File: config.mk
export PLATFORM = sky130hd
export DESIGN_NAME = pipeline_ctrl
export DESIGN_NICKNAME = d
export VERILOG_FILES = /design/src/rtl/pipeline_ctrl_pkg.sv /design/src/rtl/pipeline_ctrl_sat_counter.sv /design/src/rtl/pipeline_ctrl.sv
export SDC_FILE = /design/constraint.sdc
export NUM_CORES = 1
export LEC_CHECK = 0
export ABC_CLOCK_PERIOD_IN_PS = 1900
export BUFFER_PORTS_ARGS = -buffer_cell sky130_fd_sc_hd__buf_2
export CAP_MARGIN = 5
export CORE_AREA = 2 2 88 90
export CTS_CLUSTER_DIAMETER = 100
export DETAILED_ROUTE_END_ITERATION = 6
export DIE_AREA = 0 0 90 92
export PLACE_DENSITY = 0.76
export SLEW_MARGIN = 20
export SYNTH_ARGS = -nofsm -noshare
export SYNTH_HDL_FRONTEND = slang
export SYNTH_SLANG_ARGS = --single-unit
File: constraint.sdc
create_clock -name i_clk -period 1.9 [get_ports i_clk]
set_input_delay 0.19 -clock i_clk [delete_from_list [all_inputs] [get_ports i_clk]]
set_output_delay 0.19 -clock i_clk [all_outputs]
set_load 0.01 [all_outputs]
File: src/rtl/pipeline_ctrl_pkg.sv
// Shared definitions for the pipeline stall/flush sequencer: mul/div FSM
// encoding and the stage indices used to address stall/flush vectors.
package pipeline_ctrl_pkg;

  typedef enum logic {
    RUN     = 1'b0,
    MD_WAIT = 1'b1
  } md_state_e;

  localparam int STG_IF  = 0;
  localparam int STG_ID  = 1;
  localparam int STG_EX  = 2;
  localparam int STG_MEM = 3;
  localparam int STG_WB  = 4;

endpackage

File: src/rtl/pipeline_ctrl_sat_counter.sv
// Saturating up-counter used for the stall and flush performance counters;
// holds at all-ones instead of wrapping.
module sat_counter #(
  parameter int W = 32
) (
  input  logic         i_clk,
  input  logic         i_rst,
  input  logic         i_inc,
  output logic [W-1:0] o_count
);

  logic [W-1:0] count_q, count_d;

  always_comb begin
    count_d = count_q;
    if (i_inc && (count_q != '1)) count_d = count_q + 1'b1;
  end

  always_ff @(posedge i_clk) begin
    if (i_rst) count_q <= '0;
    else       count_q <= count_d;
  end

  assign o_count = count_q;

endmodule

File: src/rtl/pipeline_ctrl.sv
// Central stall/flush sequencer for the 5-stage core: resolves memory waits,
// mul/div occupancy, branch redirects, load-use and fetch waits by priority.
module pipeline_ctrl
  import pipeline_ctrl_pkg::*;
#(
  parameter int CNT_W = 32
) (
  input  logic             i_clk,
  input  logic             i_rst,
  input  logic             i_hazard_stall,
  input  logic             i_branch_taken_ex,
  input  logic             i_imem_busy,
  input  logic             i_imem_ready,
  input  logic             i_dmem_req_mem,
  input  logic             i_dmem_ready,
  input  logic             i_md_start_ex,
  input  logic             i_md_done,
  output logic             o_stall_if,
  output logic             o_stall_id,
  output logic             o_stall_ex,
  output logic             o_stall_mem,
  output logic             o_flush_id,
  output logic             o_flush_ex,
  output logic             o_flush_mem,
  output logic             o_flush_wb,
  output logic             o_fetch_kill,
  output logic             o_md_busy,
  output logic [CNT_W-1:0] o_stall_cnt,
  output logic [CNT_W-1:0] o_flush_cnt
);

  md_state_e                state_q, state_d;
  logic                     kill_q, kill_d;
  logic [STG_MEM:STG_IF]    stall;
  logic [STG_WB:STG_ID]     flush;
  logic                     redirect_acc;
  logic                     dmem_wait, md_wait, fetch_wait;

  // First matching condition wins; a branch only counts as accepted when no
  // memory or mul/div wait is holding EX.
  always_comb begin
    dmem_wait    = i_dmem_req_mem & ~i_dmem_ready;
    md_wait      = ((state_q == MD_WAIT) | i_md_start_ex) & ~i_md_done;
    fetch_wait   = (i_imem_busy & ~i_imem_ready) | kill_q;
    stall        = '0;
    flush        = '0;
    redirect_acc = 1'b0;
    if (i_rst) begin
      flush = '1;
    end else if (dmem_wait) begin
      stall         = '1;
      flush[STG_WB] = 1'b1;
    end else if (md_wait) begin
      stall[STG_IF]  = 1'b1;
      stall[STG_ID]  = 1'b1;
      stall[STG_EX]  = 1'b1;
      flush[STG_MEM] = 1'b1;
    end else if (i_branch_taken_ex) begin
      flush[STG_ID] = 1'b1;
      flush[STG_EX] = 1'b1;
      redirect_acc  = 1'b1;
    end else if (i_hazard_stall) begin
      stall[STG_IF] = 1'b1;
      stall[STG_ID] = 1'b1;
      flush[STG_EX] = 1'b1;
    end else if (fetch_wait) begin
      stall[STG_IF] = 1'b1;
      flush[STG_ID] = 1'b1;
    end
  end

  // A response arriving in the redirect cycle is already dropped by the ID
  // flush, so the kill flag only arms while the fetch is still in flight.
  always_comb begin
    state_d = state_q;
    case (state_q)
      RUN:     if (i_md_start_ex && !i_md_done) state_d = MD_WAIT;
      MD_WAIT: if (i_md_done) state_d = RUN;
      default: state_d = RUN;
    endcase
    kill_d = kill_q;
    if (i_imem_ready)                     kill_d = 1'b0;
    else if (redirect_acc && i_imem_busy) kill_d = 1'b1;
  end

  always_ff @(posedge i_clk) begin
    if (i_rst) begin
      state_q <= RUN;
      kill_q  <= 1'b0;
    end else begin
      state_q <= state_d;
      kill_q  <= kill_d;
    end
  end

  sat_counter #(.W(CNT_W)) u_stall_cnt (
    .i_clk   (i_clk),
    .i_rst   (i_rst),
    .i_inc   (stall[STG_IF]),
    .o_count (o_stall_cnt)
  );

  sat_counter #(.W(CNT_W)) u_flush_cnt (
    .i_clk   (i_clk),
    .i_rst   (i_rst),
    .i_inc   (redirect_acc),
    .o_count (o_flush_cnt)
  );

  assign o_stall_if   = stall[STG_IF];
  assign o_stall_id   = stall[STG_ID];
  assign o_stall_ex   = stall[STG_EX];
  assign o_stall_mem  = stall[STG_MEM];
  assign o_flush_id   = flush[STG_ID];
  assign o_flush_ex   = flush[STG_EX];
  assign o_flush_mem  = flush[STG_MEM];
  assign o_flush_wb   = flush[STG_WB];
  assign o_fetch_kill = kill_q & ~i_rst;
  assign o_md_busy    = (state_q == MD_WAIT) & ~i_rst;

endmodule

Word-level counts from Yosys, hierarchy flattened
Cells that the tools add are included.
{ "totals": {"register_bits": 66, "latch_bits": 0, "ram_bits": 0, "rom_bits": 0, "in_bits": 10, "out_inout_bits": 74, "elab_cells": 47, "memories": 0} }
{ "op_classes": {"add_sub_neg": 2, "n_mul": 0, "div_mod_pow": 0, "n_lt_le_gt_ge": 0, "n_eq_ne": 2, "n_shift": 0, "mux": 21, "bitwise_logic": 12, "n_reduce_logical": 6} }
{ "op_table": {"columns": ["cell", "count"], "rows": [
  ["$add A32 B1 Y32 const B", 2],
  ["$ne A32 B32 Y1 const B", 2],
  ["$mux W1", 12],
  ["$mux W2", 4],
  ["$mux W4", 2],
  ["$mux W3", 2],
  ["$and A1 B1 Y1", 5],
  ["$not A1 Y1", 5],
  ["$logic_and A1 B1 Y1", 4],
  ["$or A1 B1 Y1", 2],
  ["$pmux W1 S2", 1],
  ["$reduce_or A2 Y1", 1],
  ["$logic_not A1 Y1", 1]
]} }

Depth between registers and ports, before layout
Gate-level depths: netlist (run 1).
{ "logic_depth": {"word_depth": 10, "mapped_depth": 9} }

By module
Synthesis (run 1) repeated with hierarchy kept, for this count alone.
{ "hier_totals": {"cells_unflattened": 426, "area_unflattened_um2": 3582.2} }
{ "by_module_without_submodules": {"columns": ["mod", "instances", "cells_per_inst", "area_per_inst_um2", "seq_area_each_um2"], "rows": [
  ["sat_counter", 2, 199, 1674.1, 640.6],
  ["pipeline_ctrl", 1, 28, 234.0, 40.0]
]} }

Worst setup path before layout (run 1)
Ideal clock, no wire load.
{ "synth_timing": {"path_kind": "register -> register", "startpoint": "register u_stall_cnt.count_q[2], in the netlist u_stall_cnt.o_count[2]", "endpoint": "register u_stall_cnt.count_q[19], in the netlist u_stall_cnt.o_count[19]", "arrival_ns": 1.874, "path_slack_ns": -0.095, "stages_incl_launch_ff": 7, "n_path_buf": 1, "synth_period_minus_slack_ns": 1.995, "cell_sequence": "dfxtp_1 -> and4_1 -> and3_1 -> o2111ai_1 -> buf_2 -> nor4_1 -> mux2_2"} }
{ "synth_via": {"elab_chain_cells": 2, "elab_cells_between_ends": 3, "classes_between": "add/sub (1); eq/ne (1); reduce/logical (1)"} }
{ "synth_lines": {"columns": ["item", "line_no", "rtl"], "rows": [
  ["start, declared", "pipeline_ctrl_sat_counter.sv:12", "logic [W-1:0] count_q, count_d;"],
  ["start signal, assigned", "pipeline_ctrl_sat_counter.sv:21", "else count_q <= count_d;"],
  ["branches (longest 2 deep; another with $add A32 B1 Y32)", null, null]
]} }
Several ways; the timed one is not identified.
A chain may end at the register's enable or synchronous reset.

Final worst setup path (run 1)
{ "layout_timing": {"startpoint": "register u_flush_cnt.count_q[21], in the netlist u_flush_cnt.o_count[21]", "endpoint": "register u_flush_cnt.count_q[14], in the netlist u_flush_cnt.o_count[14]"} }
{ "layout_via": {"elab_chain_cells": 2} }
{ "layout_lines": {"columns": ["item", "line_no", "rtl"], "rows": [
  ["start, declared", "pipeline_ctrl_sat_counter.sv:12", null],
  ["start signal, assigned", "pipeline_ctrl_sat_counter.sv:21", null],
  ["$ne A32 B32 Y1", "pipeline_ctrl_sat_counter.sv:16", "if (i_inc && (count_q != '1)) count_d = count_q + 1'b1;"],
  ["$logic_and A1 B1 Y1", "pipeline_ctrl_sat_counter.sv:16", null]
]} }
No other way between the ends.

==> flow_summary.ini, run 1 <==
[clock_tree]
cts-buffers-inserted = 9
cts_tree = built
cts_buffer_depth = 2
cts_root_buf = clkbuf_8
cts_hold_buf = 0
cts.sinks = 66
htreeDepth = 3
clkSlewWorstSetupHoldPaths_ns = 0.08
clk_latency_ns = 0.35

[grt]
grt_antenna_before_repair = 0
grt_pass1_vias = 3761
grt.met2_usage_pct = 42.7
track_usage_pct = 25.5
globalRouteOverflowTotal = 0
use_met3_pct = 4.85
grt_pass1_wl_um = 17600
use_met1_pct = 32.4
grt_max_degree = 70
grt_busiest_layer = met2

[power_and_ir_drop]
p_leak_nw = 2.25
power_density_nw_per_um2 = 583
total_power_mw = 3.17
ir_worst_vdd_mv = 0.391

[yosys]
ys.flop_type = dfxtp_1
syn_area_um2 = 3530
seq_area_frac_synth_pct = 37.5
synth_area_per_cell_um2 = 8.46
synth_cell_types = 51
yosysTopAreaCell = dfxtp_1
synth-seq-cells = 66
ys_warn_count = 0
synthArstFlopShare_pct = 0
yosys-top-cells-area = dfxtp_1 (37%), or4_1 (7.0%), o31ai_1 (6.8%), a21oi_1 (6.4%), nand2_1 (3.3%)
synth_edf_count = 0
synth.top_cell.area_share_pct = 37.5
synth_cells = 417
syn_nets = 429

[setup_path]
critPathKind = flop to flop
cp.arrival_ns = 2.20
critPathLaunchType = flop
endpoint_kind = flop
path_max_fanout = 4
required_ns = 2.14

[placement]
place_area_um2 = 4660
dp_cells = 663
dp_slack_ns = -0.0325
place_hpwl_um = 7130
gp_congestion = 0.864
port_buffers = 83

[floorplanning]
core-area_um2 = 7450
die_h_um = 92
dieArea_um2 = 8280
dieWidth_um = 90
io_pins = 84
start_util_pct = 47.4
fp-row-count = 32

[sta]
finalSetupTns_ns = -0.0988
hold_viol = 0
hold_slack_ns = 0.0154
fin_crit_ns = 1.95
slew_violations = 0
clock.fmax_ghz = 0.512
grt_setup_unrepaired = true
clock_skew_ns = 0.0104
final.setup.worst_slack_ns = -0.0546
fin_crit_sh_pct = 103
worst_pin_slew_ns = 0.764
slew-limit-headroom_pct = 49.0
setup_violations = 5

[flow_run]
cap_violations = 0

[detailed_routing]
wl_per_cell_um = 16.9
via_count = 4155
dr.pass1.iters = 5
drtAntennaViolNets = 0
wl_um = 11800
vias_per_cell = 5.97
drc = 0
drtIter0Drc = 264

[final_layout]
n_fill_cell = 552
finish.utilization_pct = 73.0
area_growth_pct = 54.1
diodes = 0
drive_gt1_share_pct = 49.5
fin_area_um2 = 5440
fin_cells = 696
fin_nets = 601

[run_status]
outcome = finished with violations
violations = negative setup slack

[worst_hold_path]
hold_class = primary input to flop
==> flip-flops by register name, indices dropped and copies added (netlist names) <==
name and flops:
state_q 1, u_flush_cnt.o_count 32, u_stall_cnt.o_count 32, kill_q 1
==> final timing paths <==
kind	startpoint	endpoint	slack, ns	cells past startpoint
worst max-delay path	u_flush_cnt.o_count[21]	u_flush_cnt.o_count[14]	-0.05	5
worst min-delay path	i_imem_ready	kill_q	0.02	2
worst max register to register	u_flush_cnt.o_count[21]	u_flush_cnt.o_count[14]	-0.05	5
worst min register to register	u_flush_cnt.o_count[17]	u_flush_cnt.o_count[17]	0.50	2
==> area by class of cell <==
class                   instances  area, um^2  share of cell area [%]
multi-input cells             316        2320                    42.8
flip-flops and latches         66        1370                    25.2
repair buffers                183        1300                    23.9
clock inverters                 7         141                    2.60
well taps                     102         128                    2.35
clock buffers                   9         124                    2.28
inverters                      13        48.8                   0.898
==> cells in the mapped netlist, types with 9 or more instances <==
cell	instances
dfxtp_1	66
a21oi_1	45
or4_1	33
o31ai_1	32
nand2_1	31
nand3_1	22
nor2_1	22
nand4_1	17
inv_1	13
nor2b_1	12
o21ai_0	11
clkbuf_1	10
mux2_2	9
o311ai_0	9
==> critical path, cell delays in order (launching register included) <==
cell and delay, ns:
dfxtp_2 0.35, nand4_1 0.22, or4_4 0.65, nor3_4 0.23, nor4b_1 0.11, mux2_2 0.28
==> per-layer routing <==
metal	share of wire [%]	wire length (um)
met1	41	4870
met2	50	5910
met3	6.6	774
met4	1.8	207
met5	0	0
==> power by group <==
part           internal [mW]  switching (mW)  leakage (nW)
Combinational         0.0707           0.102          1.57
Sequential              1.38         0.00809         0.549
Clock                   1.00           0.601         0.129
Total                   2.46           0.711          2.25
==> cells in the final DEF (no fill, tap or decap), types with 18 or more instances in the layout <==
| master | instances |
|---|---|
| a21oi_1 | 39 |
| buf_2 | 84 |
| buf_4 | 86 |
| dfxtp_1 | 35 |
| dfxtp_2 | 27 |
| nand2_1 | 30 |
| nand3_1 | 18 |
| nor2_1 | 22 |
| o31ai_1 | 32 |
| or4_1 | 26 |
==> cell families after synthesis <==
| logic type | after synthesis | share of synthesized area (%) |
|---|---|---|
| AND/OR/NAND/NOR | 188 | 32.5 |
| multiplexers | 13 | 4.01 |
| buffers and inverters | 36 | 4.61 |
| AO/OA/AOI/OAI | 110 | 20.3 |
| adder cells (fa/ha/maj) | 2 | 0.709 |
| XOR/XNOR | 2 | 0.497 |
| flip-flops | 66 | 37.5 |
==> what timing repair did <==
item | CTS | global route
resized for setup | 12 | 78
pin swaps | 5 | 24
buffers inserted | 3 | 8
setup endpoints to repair | 20 | 54
gates cloned | 1 | 5
Power figures use the tool's default switching activity.
==> inputs of run 2 (changes only) <==
Settings changed: CORE_AREA 2 2 88 90 to 2 2 68 118, DIE_AREA 0 0 90 92 to 0 0 70 120, PLACE_DENSITY 0.76 to 0.75.
==> flow_summary.ini, run 2 (synthesis results as in run 1) <==
[power_and_ir_drop]
pwr-share-seq_pct = 45.2
p_leak_nw = 2.37
ir_worst_vdd_mv = 0.748
power_density_nw_per_um2 = 553
combPwrFrac_pct = 5.8
intPower_mw = 2.38
p_sw_share_pct = 23.3
p_sw_uw = 720
clock_power_share_pct = 49.1

[final_layout]
fin_cells = 702
drive_gt1_share_pct = 49.3
diodes = 0
fin_area_um2 = 5600
n_fill_cell = 530
area_growth_pct = 58.7
layout_commonest_cell = buf_4
mostFrequentLayoutCells = buf_4 (94), buf_2 (85), a21oi_1 (43), dfxtp_1 (42), o31ai_1 (31)
fin_nets = 621

[clock_tree]
cts.sinks = 66
cts_root_buf = clkbuf_16
cts_buffer_depth = 2
clk_latency_ns = 0.34
clkSlewWorstSetupHoldPaths_ns = 0.05
htreeDepth = 3
cts-buffers-inserted = 9
cts_tree = built

[detailed_routing]
wl_per_cell_um = 18.8
drtIter0Drc = 341
via_count = 4367
drtAntennaViolNets = 0
dr.pass1.iters = 7
drc = 0
wl_um = 13200
vias_per_cell = 6.22

[floorplanning]
die_h_um = 120
io_pins = 84
start_util_pct = 47.3
core-area_um2 = 7460
fp-row-count = 42
dieArea_um2 = 8400
dieWidth_um = 70

[grt]
globalRouteOverflowTotal = 0
grt_antenna_before_repair = 0
grt_max_degree = 70
grt_pass1_vias = 3908
grt_pass1_wl_um = 18100
track_usage_pct = 26.6

[worst_hold_path]
hold_class = primary input to flop
hold_depth = 2

[run_status]
outcome = finished with violations
violations = negative setup slack

[sta]
slew-limit-headroom_pct = 50.8
clock.fmax_ghz = 0.505
fin_crit_ns = 1.98
worst_pin_slew_ns = 0.738
hold_viol = 0
final.setup.worst_slack_ns = -0.0809
hold_slack_ns = 0.0337
fin_crit_sh_pct = 104
slew_violations = 0
clock_skew_ns = 0.00618
grt_setup_unrepaired = true
setup_violations = 14

[setup_path]
r2r_cells = 9
critPathKind = flop to flop
path_max_fanout = 6
endpoint_kind = flop
required_ns = 2.15
cp.arrival_ns = 2.23
critPathLaunchType = flop

[placement]
port_buffers = 83
gp_congestion = 0.818
dp_cells = 654
place_area_um2 = 4700
place_hpwl_um = 7730

[flow_run]
cap_violations = 0
==> run 2: changes by cell type in the layout (fill, tap and decap cells not counted), sizes merged <==
cell	before	now
buf	180	197
clkbuf	12	18
bufinv	4	0
clkinv	2	3
clkinvlp	1	0
nand2	32	33
==> run 2: metrics by stage <==
step	setup slack (ns)	TNS [ns]	util [%]	power, mW
6_report	-0.0809	-0.606	75.0	3.10
5_1_grt	-0.133	-2.50	75.0	3.19
4_1_cts	-0.0349	-0.167	68.0	3.09
3_5_place_dp	-0.0692	-0.223	62.9	1.59
3_3_place_gp	-0.0209	-0.0316	62.9	1.58
2_1_floorplan	0.000241	0	-	1.51
==> run 2: worst paths after layout <==
check                       endpoint  slack, ns                     from
max          u_flush_cnt.o_count[19]      -0.08  u_flush_cnt.o_count[21]
min                           kill_q       0.03             i_imem_ready
max reg2reg  u_flush_cnt.o_count[19]      -0.08  u_flush_cnt.o_count[21]
min reg2reg  u_flush_cnt.o_count[31]       0.53  u_flush_cnt.o_count[31]
==> run 2: final cells by class <==
| class | count | area, um^2 | share of cell area [%] |
|---|---|---|---|
| well taps | 88 | 110 | 1.97 |
| repair buffers | 202 | 1490 | 26.5 |
| flip-flops and latches | 66 | 1350 | 24.2 |
| clock inverters | 3 | 15.0 | 0.268 |
| multi-input cells | 317 | 2330 | 41.7 |
| clock buffers | 13 | 250 | 4.47 |
| inverters | 13 | 48.8 | 0.872 |
==> run 2: metal layers <==
| layer | GRT usage (%) | vias to the layer above | wire length (um) |
|---|---|---|---|
| li1 | - | 2012 | - |
| met1 | 28.2 | 2108 | 4670 |
| met2 | 49.5 | 207 | 7350 |
| met3 | 5.29 | 40 | 722 |
| met4 | 12.0 | 0 | 479 |
| met5 | 0 | - | 0 |
==> run 2: worst max-delay path, cell delays in order (launching register included) <==
cell,delay (ns)
dfxtp_2,0.32
nand4_1,0.16
buf_4,0.16
nor4_4,0.03
buf_4,0.16
buf_6,0.12
and2_4,0.18
buf_4,0.15
or4_1,0.46
a21oi_1,0.14
==> run 2: repair_timing <==
item / in CTS / in global routing
setup endpoints to repair: 24 / 51
cloned: 0 / 9
pin swaps: 6 / 22
buffers inserted: 6 / 18
gates resized for setup: 21 / 63
hold buffers: 0 / 0
==> run 2: power groups by stage <==
stage	Sequential, mW	Combinational [mW]	Clock, mW
floorplan	1.43	0.0795	0
global placement	1.43	0.155	0
detailed placement	1.43	0.161	0
CTS	1.40	0.166	1.53
global route	1.40	0.193	1.60
finish	1.40	0.179	1.52
==> inputs of run 3 (changes only) <==
Settings changed: BUFFER_PORTS_ARGS -buffer_cell sky130_fd_sc_hd__buf_2 to -buffer_cell sky130_fd_sc_hd__clkbuf_2, CORE_AREA 2 2 68 118 to 2 2 85 149, DIE_AREA 0 0 70 120 to 0 0 87 151, PLACE_DENSITY 0.75 to unset.
==> flow_summary.ini, run 3 (synthesis results as in run 1) <==
[power_and_ir_drop]
pwr-share-seq_pct = 45.0
p_sw_share_pct = 23.7
clock_power_share_pct = 49.3
p_leak_nw = 2.29
p_sw_uw = 735
intPower_mw = 2.37
combPwrFrac_pct = 5.7
ir_worst_vdd_mv = 0.382
power_density_nw_per_um2 = 559

[worst_hold_path]
hold_class = primary input to flop

[grt]
use_met1_pct = 17.2
grt_antenna_before_repair = 0
grt.met2_usage_pct = 32.5
use_met3_pct = 3.32
grt_pass1_wl_um = 17800
grt_max_degree = 70
grt_busiest_layer = met2
globalRouteOverflowTotal = 0
track_usage_pct = 17.0
grt_pass1_vias = 3818

[final_layout]
fin_cells = 750
finish.utilization_pct = 46.9
fin_area_um2 = 5560
area_growth_pct = 57.7
drive_gt1_share_pct = 48.1
mostFrequentLayoutCells = buf_4 (107), clkbuf_2 (83), dfxtp_1 (48), a21oi_1 (40)
layout_commonest_cell = buf_4
fin_nets = 620
diodes = 0
n_fill_cell = 1160

[detailed_routing]
dr.pass1.iters = 4
wl_um = 12300
drtAntennaViolNets = 0
drc = 0
wl_per_cell_um = 16.4
via_count = 4151
drtIter0Drc = 112
vias_per_cell = 5.53

[clock_tree]
cts_root_buf = clkbuf_16
clk_latency_ns = 0.33
cts-buffers-inserted = 9
htreeDepth = 3
cts_buffer_depth = 2
clkSlewWorstSetupHoldPaths_ns = 0.06
cts_tree = built
cts.sinks = 66
cts_hold_buf = 0

[floorplanning]
dieWidth_um = 87
die_h_um = 151
start_util_pct = 29.7
fp-row-count = 53
core-area_um2 = 11900
dieArea_um2 = 13100
io_pins = 84

[placement]
port_buffers = 83
place_area_um2 = 4830
dp_cells = 712
dp_slack_ns = -0.0409
gp_congestion = 0.774
place_hpwl_um = 8370

[setup_path]
cp_slowest_cell = or4_4
crit_chain = nand4_1, or4_4, nor3_4, nor4b_1, mux2_2
critPathKind = flop to flop
endpoint_kind = flop
path_max_fanout = 4
max_stage_delay_ns = 0.64
critPathLaunchType = flop
path_delay_family = simple AND/OR/NAND/NOR gates
cp_num_buf_inv = 0
cp.arrival_ns = 2.15
required_ns = 2.12

[sta]
worst_pin_slew_ns = 0.784
fin_crit_sh_pct = 102
grt_setup_unrepaired = true
slew-limit-headroom_pct = 47.7
slew_violations = 0
hold_slack_ns = 0.0401
final.setup.worst_slack_ns = -0.0329
clock_skew_ns = 0.00510
fin_crit_ns = 1.93
setup_violations = 3
clock.fmax_ghz = 0.517
hold_viol = 0

[run_status]
violations = negative setup slack
outcome = finished with violations

[flow_run]
cap_violations = 0
[run 3: what timing repair did]
action | CTS | global route
pin swaps | 1 | 17
gates cloned | 0 | 6
endpoints found under the setup margin | 23 | 58
buffers inserted | 2 | 14
resized for setup | 12 | 53
endpoints found under the hold margin | 0 | 0
[run 3: layout make-up]
class	instances	area [um^2]	area share (%)
clock buffers	11	243	4.36
inverters	13	48.8	0.877
flip-flops and latches	66	1350	24.2
multi-input cells	317	2330	41.9
repair buffers	201	1390	25.0
clock inverters	5	30.0	0.540
well taps	137	171	3.08
[run 3: metrics by stage]
step	TNS [ns]	total power, mW
floorplan	0	1.51
global placement	-0.0677	1.58
detailed placement	-0.224	1.59
CTS	0	3.13
global route	-0.709	3.21
finish	-0.0414	3.11
[run 3: final timing paths]
path | from | to | slack [ns] | cells past startpoint
max | u_flush_cnt.o_count[20] | u_flush_cnt.o_count[14] | -0.03 | 5
min | i_imem_ready | kill_q | 0.04 | 2
max reg2reg | u_flush_cnt.o_count[20] | u_flush_cnt.o_count[14] | -0.03 | 5
min reg2reg | u_stall_cnt.o_count[31] | u_stall_cnt.o_count[31] | 0.50 | 1
[run 3: per-layer routing]
layer | vias to the layer above | part of all wire, %
li1 | 2019 | -
met1 | 1977 | 36
met2 | 129 | 57
met3 | 26 | 4.2
met4 | 0 | 2.8
met5 | - | 0
[run 3: power by group through the flow]
stage | Sequential, mW | Clock, mW | Combinational [mW]
6_report | 1.40 | 1.53 | 0.178
3_3_place_gp | 1.43 | 0 | 0.156
2_1_floorplan | 1.43 | 0 | 0.0795
3_5_place_dp | 1.43 | 0 | 0.160
4_1_cts | 1.40 | 1.57 | 0.167
5_1_grt | 1.40 | 1.62 | 0.195
